### src/rtl/cpu_pkg.sv
// Types shared by the load/store unit and the control unit: memory-access
// width encodings, the LSU state type and an alignment helper.
package cpu_pkg;

  typedef enum logic [1:0] {
    MEM_BYTE    = 2'b00,
    MEM_HALF    = 2'b01,
    MEM_WORD    = 2'b10,
    MEM_ILLEGAL = 2'b11
  } mem_width_e;

  typedef enum logic [1:0] {
    StIdle = 2'b00,
    StBus  = 2'b01,
    StResp = 2'b10
  } lsu_state_e;

  // Illegal widths count as misaligned so they never reach the bus.
  function automatic logic is_misaligned(input mem_width_e width, input logic [1:0] offset);
    logic mis;
    case (width)
      MEM_BYTE: mis = 1'b0;
      MEM_HALF: mis = offset[0];
      MEM_WORD: mis = |offset;
      default:  mis = 1'b1;
    endcase
    return mis;
  endfunction

endpackage

### src/rtl/load_align.sv
// Load data extraction: moves the addressed lane down to bit 0, masks it to
// the access width and sign- or zero-extends it.
module load_align
  import cpu_pkg::*;
(
  input  logic [31:0] bus_rdata,
  input  logic [1:0]  offset,
  input  mem_width_e  width,
  input  logic        zero_extend,
  output logic [31:0] load_data
);

  logic [31:0] shifted;

  always_comb begin
    shifted   = bus_rdata >> {offset, 3'b000};
    load_data = '0;
    case (width)
      MEM_BYTE: load_data = {{24{~zero_extend & shifted[7]}}, shifted[7:0]};
      MEM_HALF: load_data = {{16{~zero_extend & shifted[15]}}, shifted[15:0]};
      MEM_WORD: load_data = shifted;
      default:  load_data = '0;
    endcase
  end

endmodule

### src/rtl/load_store_unit.sv
// Load/store unit: accepts one decoded memory op, runs at most one bus
// transfer for it and reports completion with a single-cycle response pulse.
module load_store_unit
  import cpu_pkg::*;
(
  input  logic        clk,
  input  logic        rst_n,
  input  logic        req_valid,
  output logic        req_ready,
  input  logic        mem_read,
  input  logic        mem_write,
  input  logic [1:0]  mem_width,
  input  logic        mem_zero_extend,
  input  logic [31:0] addr,
  input  logic [31:0] wdata,
  output logic        resp_valid,
  output logic [31:0] rdata,
  output logic        misaligned,
  output logic        bus_valid,
  input  logic        bus_ready,
  output logic [31:0] bus_addr,
  output logic        bus_we,
  output logic [3:0]  bus_wstrb,
  output logic [31:0] bus_wdata,
  input  logic [31:0] bus_rdata
);

  lsu_state_e  state_q;
  logic [1:0]  offset_q;
  mem_width_e  width_q;
  logic        zext_q;

  mem_width_e  req_width;
  logic        req_misaligned;
  logic [3:0]  req_wstrb;
  logic [31:0] req_wdata;
  logic [31:0] load_data;

  assign req_width      = mem_width_e'(mem_width);
  assign req_misaligned = is_misaligned(req_width, addr[1:0]);
  assign req_ready      = (state_q == StIdle);

  // Store lanes: strobe and replicated data for the addressed bytes.
  always_comb begin
    req_wstrb = 4'b0000;
    req_wdata = wdata;
    case (req_width)
      MEM_BYTE: begin
        req_wstrb = 4'b0001 << addr[1:0];
        req_wdata = {4{wdata[7:0]}};
      end
      MEM_HALF: begin
        req_wstrb = 4'b0011 << addr[1:0];
        req_wdata = {2{wdata[15:0]}};
      end
      MEM_WORD: begin
        req_wstrb = 4'b1111;
        req_wdata = wdata;
      end
      default: begin
        req_wstrb = 4'b0000;
        req_wdata = wdata;
      end
    endcase
  end

  load_align u_load_align (
    .bus_rdata   (bus_rdata),
    .offset      (offset_q),
    .width       (width_q),
    .zero_extend (zext_q),
    .load_data   (load_data)
  );

  always_ff @(posedge clk or negedge rst_n) begin
    if (!rst_n) begin
      state_q    <= StIdle;
      offset_q   <= 2'b00;
      width_q    <= MEM_BYTE;
      zext_q     <= 1'b0;
      resp_valid <= 1'b0;
      rdata      <= '0;
      misaligned <= 1'b0;
      bus_valid  <= 1'b0;
      bus_addr   <= '0;
      bus_we     <= 1'b0;
      bus_wstrb  <= 4'b0000;
      bus_wdata  <= '0;
    end else begin
      resp_valid <= 1'b0;
      unique case (state_q)
        StIdle: begin
          if (req_valid) begin
            offset_q <= addr[1:0];
            width_q  <= req_width;
            zext_q   <= mem_zero_extend;
            if (!(mem_read || mem_write)) begin
              state_q    <= StResp;
              resp_valid <= 1'b1;
              rdata      <= '0;
              misaligned <= 1'b0;
            end else if (req_misaligned) begin
              state_q    <= StResp;
              resp_valid <= 1'b1;
              rdata      <= '0;
              misaligned <= 1'b1;
            end else begin
              // Write wins when decode asserts both kinds.
              state_q   <= StBus;
              bus_valid <= 1'b1;
              bus_addr  <= {addr[31:2], 2'b00};
              bus_we    <= mem_write;
              bus_wstrb <= mem_write ? req_wstrb : 4'b0000;
              bus_wdata <= mem_write ? req_wdata : '0;
            end
          end
        end
        StBus: begin
          if (bus_ready) begin
            state_q    <= StResp;
            bus_valid  <= 1'b0;
            resp_valid <= 1'b1;
            misaligned <= 1'b0;
            rdata      <= bus_we ? '0 : load_data;
          end
        end
        StResp: state_q <= StIdle;
        default: state_q <= StIdle;
      endcase
    end
  end

endmodule

### config.mk
export PLATFORM = sky130hd
export DESIGN_NAME = load_store_unit
export DESIGN_NICKNAME = d
export VERILOG_FILES = /design/src/rtl/cpu_pkg.sv /design/src/rtl/load_align.sv /design/src/rtl/load_store_unit.sv
export SDC_FILE = /design/constraint.sdc
export NUM_CORES = 1
export LEC_CHECK = 0
export BUFFER_PORTS_ARGS = -buffer_cell sky130_fd_sc_hd__buf_2
export CAP_MARGIN = 20
export CORE_ASPECT_RATIO = 1.25
export CORE_MARGIN = 3
export CORE_UTILIZATION = 45
export CTS_BUF_LIST = sky130_fd_sc_hd__clkbuf_2 sky130_fd_sc_hd__clkbuf_4 sky130_fd_sc_hd__clkbuf_8
export DETAILED_ROUTE_END_ITERATION = 7
export GPL_TIMING_DRIVEN = 0
export HOLD_SLACK_MARGIN = 0.1
export PLACE_DENSITY = 0.74
export SETUP_SLACK_MARGIN = 0.1
export SLEW_MARGIN = 20
export SYNTH_ARGS = -nofsm -noshare
export SYNTH_HDL_FRONTEND = slang
export SYNTH_HIERARCHICAL = 1
export SYNTH_SLANG_ARGS = --single-unit
### constraint.sdc
create_clock -name clk -period 3.2 [get_ports clk]
set_input_delay 0.64 -clock clk [delete_from_list [all_inputs] [get_ports clk]]
set_output_delay 0.64 -clock clk [all_outputs]
set_load 0.02 [all_outputs]
# [Word-level counts from Yosys, hierarchy flattened]
# Index checks and enable logic that the tools add are counted.
# W data, S select, Z words.
[op_classes] multipliers=0 muxes=31 n_addsub=0 n_div=0 n_eq_ne=10 order_cmp=0 bitwise_logic=4 n_reduce_logical=11 n_shift=3
[op_table] cell="$mux W32" n=6
[op_table] cell="$pmux W32 S2" n=2
[op_table] cell="$pmux W32 S3" n=1
[op_table] cell="$shr A32 B5 Y32" n=1
[op_table] cell="$pmux W4 S3" n=1
[op_table] cell="$mux W1" n=11
[op_table] cell="$mux W2" n=4
[op_table] cell="$reduce_and A4 Y1" n=2
[op_table] cell="$eq A2 B1 Y1 const B" n=3
[op_table] cell="$logic_not A2 Y1" n=3
[op_table] cell="$ne A2 B2 Y1 const B" n=3
[op_table] cell="$pmux W1 S2" n=3
[op_table] cell="$reduce_and A5 Y1" n=1
[op_table] cell="$eq A2 B2 Y1 const B" n=2
[op_table] cell="$mux W4" n=1
[op_table] cell="$pmux W2 S2" n=1
[op_table] cell="$reduce_and A2 Y1" n=2
[op_table] cell="$shl A1 B2 Y4 const A" n=1
[op_table] cell="$shl A2 B2 Y4 const A" n=1
[op_table] cell="$ne A3 B3 Y1 const B" n=1
[op_table] cell="$pmux W1 S3" n=1
[op_table] cell="$and A1 B1 Y1" n=2
[op_table] cell="$ne A2 B1 Y1 const B" n=1
[op_table] cell="$not A1 Y1" n=2
[op_table] cell="3 further kinds" n=3
[totals] reg_bits=109 ramBits=0 latchBits=0 input_bits=105 rom_bits=0 elab_cells=71 mem_count=0

# [Depth between registers and ports, before layout]
[depth] word_depth=6 ltp_mapped=9 depth_no_buf=7

# [By module]
# Netlist, hierarchy kept.
[modules_own_cells] module="load_store_unit" cells_each=431 area_each_um2=5128.7 n_inst=1 seq_area_each_um2=2727.6
[modules_own_cells] module="load_align" cells_each=114 area_each_um2=792.0 n_inst=1 seq_area_each_um2=0.0

# [Least setup slack after synthesis]
# Ideal clock, no wire load.
[synth_path] kind="input to register" startpoint="input bus_rdata[15]" endpoint="register rdata[22]" arrival_time_ns=1.634 n_path_buf=1 slack_ns=1.428 path_stages=8 required_ns=3.063 path_cell_list="mux2i_4 -> o21ai_2 -> o21ai_4 -> buf_6 -> o31ai_2 -> nor2b_1 -> mux2i_1 -> a21oi_1"
[synth_between] elab_chain_len=6 word_cells_on_any_way=7 classes_between="shift: 1; mux: 4; bitwise: 2"
[synth_lines] item="start: declaration" line="load_store_unit.sv:25" rtl="input logic [31:0] bus_rdata"
[synth_lines] item="$shr A32 B5 Y32 *" line="load_align.sv:16" rtl="shifted = bus_rdata >> {offset, 3'b000};"
[synth_lines] item="$and A1 B1 Y1, on equally long branches" line="load_align.sv:20, load_align.sv:19"
[synth_lines] item="$pmux W32 S3 *" line="load_align.sv:18" rtl="case (width)"
[synth_lines] item="via load_data[22]" line="load_store_unit.sv:37" rtl="logic [31:0] load_data;"
[synth_lines] item="$mux W32 *" line="load_store_unit.sv:124" rtl="rdata <= bus_we ? '0 : load_data;"
[synth_lines] item="$mux W32 *" line="load_store_unit.sv:119" rtl="if (bus_ready) begin"
[synth_lines] item="$pmux W32 S2 *" line="load_store_unit.sv:91" rtl="unique case (state_q)"
[synth_lines] item="end signal: assignment" line="load_store_unit.sv:124"
[synth_lines] item="end: declaration" line="load_store_unit.sv:17" rtl="output logic [31:0] rdata,"
# The timed path passes the listed nets; every way through them passes the cells marked *. The select of a mux whose other input is x is not followed.
# A chain may end at the register's enable or synchronous reset.

# [Final worst setup path]
[layout_path] startpoint="input mem_write" endpoint="register rdata[28]"
[layout_between] elab_chain_len=4 word_cells_on_any_way=6 classes_between="eq/ne: 1; mux: 3; reduce/logical: 2"
[layout_lines] item="start: declaration" line="load_store_unit.sv:11" rtl="input logic mem_write,"
[layout_lines] item="$logic_or A1 B1 Y1 *" line="load_store_unit.sv:97" rtl="if (!(mem_read || mem_write)) begin"
[layout_lines] item="$mux W32" line="load_store_unit.sv:97"
[layout_lines] item="$mux W32" line="load_store_unit.sv:93" rtl="if (req_valid) begin"
[layout_lines] item="$pmux W32 S2" line="load_store_unit.sv:91"
# Every way passes the cells marked *; elsewhere a longest branch is shown, timed or not. The select of a mux whose other input is x is not followed.

==> metrics.cfg <==
[placement]
io_buffers=207
dpl_cell_area_um2=7200
place_congestion=0.889
hpwl_um=13100
dp_cells=922

[logic_synthesis]
async_reset_ff_frac=1.00
synth-simple-area-share=0.111
synth-seq-cells=109
synthFlopType=dfrtp_1
synth_top_area_frac=0.461
syn_inst=545
synth_mux_area_frac=0.247
yosys.area.top_type=dfrtp_1
yosysWarnings=6
synth_compound_area_frac=0.123
netlist_area_um2=5920
avgSynthCellArea_um2=10.9
synth-adder-area-share=0
synth.distinct_cells=44
yosysSeqAreaShare=0.461
post_synth_xor_area_fraction=0.00296
synth_edf_count=0
synth_area_leaders=dfrtp_1 46%, mux2i_1 13%, mux2_2 11%, nor2b_1 4.3%, a21oi_1 4.3%
synth_top_family_by_area=multiplexers

[cts]
clk-insertion-delay-late_ps=370
cts_buffers=9
htree_num_levels=3
clock_sinks=109
cts.path.max_buffers=2
cts_root_buf=clkbuf_8
clkTransAtPathRegs_ps=110
cts_tree=built
post-cts-setup-buffer-count=0
cts-resized-gates=0
postCtsHoldBufs=0

[pwr]
p_clk_frac=0.175
swShare=0.404
peakVddDrop_v=0.000528
power_frac_comb=0.441
p_switching_mw=2.08
p_int_mw=3.06
power_frac_seq=0.384
p_leak_nw=3.76
p_per_area_nw_per_um2=693

[flow_run]
drv_cap=0

[detailed_routing]
ant_nets=0
drtIter0Drc=272
finalWirelength_um=16700
vias=4960
firstDrtPassIters=4
wl_per_cell_um=17.8
viasPerCell=5.29
drc=0

[setup_path]
path_max_fanout=10
arrival_ps=2210
worstPathRequired_ps=3440
endpoint_kind=flip-flop
start_kind=primary input
r2r_cells=9
criticalPathCategory=in2reg

[cells_and_area]
drive_above_1_share=0.432
seqCellArea_um2=2730
antennaDiodeCount=0
fin_area_um2=7420
multi_input_area_um2=2870
finalNetCount=870
synthToLayoutAreaGrowth_pct=25.3
layoutNonFillerInstCount=938
nFillCells=1139

[sta]
final-hold-violation-count=0
fin_crit_sh=0.618
rsz0062_at_grt=false
max_clock_freq_mhz=506
clock_skew_ps=8.72
tns_ps=0
finalSetupViolations=0
drv_slew=0
tightest_slew_ps=666
period_needed_ps=1980
relSlewSlack=0.556

[global_routing]
antenna_found_initial=0
grt_usage=0.230
grt_pass1_wl_um=26300
gr-total-overflow=0
grt_max_degree=82
grt_pass1_vias=5329

[floorplan]
io_pins=210
core_area_um2=12800
die_h_um=134
initial_core_util=0.463
die_area_um2=14600
num_rows=46
die_x_um=109

[status]
status=complete, no violations

[min_path]
hp-class=in2async

synth_stat cells (2+ instances only):
cell	n
dfrtp_1	109
mux2i_1	74
mux2_2	60
a21oi_1	51
nor2b_1	41
nand2_1	22
inv_1	21
buf_2	19
nor2_1	19
o21ai_0	19
clkbuf_1	17
a211oi_1	15
nand2b_1	11
o211ai_1	8
or3b_2	8
buf_4	6
o31ai_1	6
buf_6	3
nor3_2	3
a21o_1	2
and3b_1	2
mux2_1	2
nor3b_1	2
o21a_1	2
o21ai_2	2
o31ai_2	2
xnor2_1	2
routing by layer:
layer,vias up,part of all wire,routed length (um),track usage
met5,-,0,0,0
li1,2334,-,-,-
met3,37,0.084,1400,0.0616
met2,236,0.50,8360,0.402
met1,2353,0.38,6420,0.266
met4,0,0.031,514,0.0905
flip-flops by register name, summed over array words and instances (netlist names), 2 cells and up:
signal and cells:
rdata 32, bus_wdata 32, bus_wstrb 4, width_q 2, bus_addr 30, state_q 2, offset_q 2
layout make-up:
class | instances | share of cell area
timing repair buffer | 208 | 0.144
sequential | 109 | 0.368
tap | 168 | 0.0283
clock inverter | 6 | 0.0101
multi-input combinational | 369 | 0.387
clock buffer | 10 | 0.0186
buffer | 46 | 0.0326
inverter | 22 | 0.0111
placed cells by master, fill, tap and decap left out, drive strengths merged, types with 2 or more instances in the layout:
cell type  instances
a211oi            15
a21oi             51
nand2             22
nor3b              3
buf              237
or3b               8
xnor2              2
a21o               2
o21ai             22
mux2i             75
nor3               3
dfrtp            109
mux2              62
and3b              2
conb               2
clkbuf            27
nor2              19
inv               25
nand2b            11
o21a               2
nor2b             41
o211ai             8
o31ai              8
power groups by stage:
stage                     combinational, mW  clock, mW  sequential, mW
after floorplan                        1.04          0            2.44
after global placement                 2.22          0            1.98
after detailed placement               2.28          0            2.00
after CTS                              2.28      0.933            1.98
after global routing                   2.45      0.995            2.02
final                                  2.27      0.898            1.98
critical path: stages:
cell and delay [ps]:
buf_2 120, clkbuf_1 250, o22ai_1 600, clkbuf_1 450, a21oi_1 140
final timing paths:
check / from / to / slack [ps]
setup / recovery: mem_write / rdata[28] / 1220
hold / removal: rst_n / rdata[22] / 130
setup reg to reg: offset_q[1] / rdata[29] / 1240
hold reg to reg: bus_wstrb[2] / bus_wstrb[2] / 500
max in group asynchronous: rst_n / bus_valid / 2390
min in group clk: bus_ready / state_q[0] / 480
kinds of logic after synthesis:
group,Yosys count
multiplexers,137
AO/OA/AOI/OAI,115
AND/OR/NAND/NOR,113
flip-flops,109
buffers and inverters,68
XOR/XNOR,2
other,1
stage by stage:
step | power (mW) | setup slack (ps) | hold WS, ps | utilization
2_1_floorplan | 3.47 | 1430 | 344 | -
3_3_place_gp | 4.21 | 292 | 474 | 0.561
3_5_place_dp | 4.28 | 811 | 478 | 0.564
4_1_cts | 5.19 | 1220 | 124 | 0.580
5_1_grt | 5.47 | 1080 | 120 | 0.580
6_report | 5.14 | 1220 | 131 | 0.580
No activity file was read; power rests on OpenSTA's default activity.
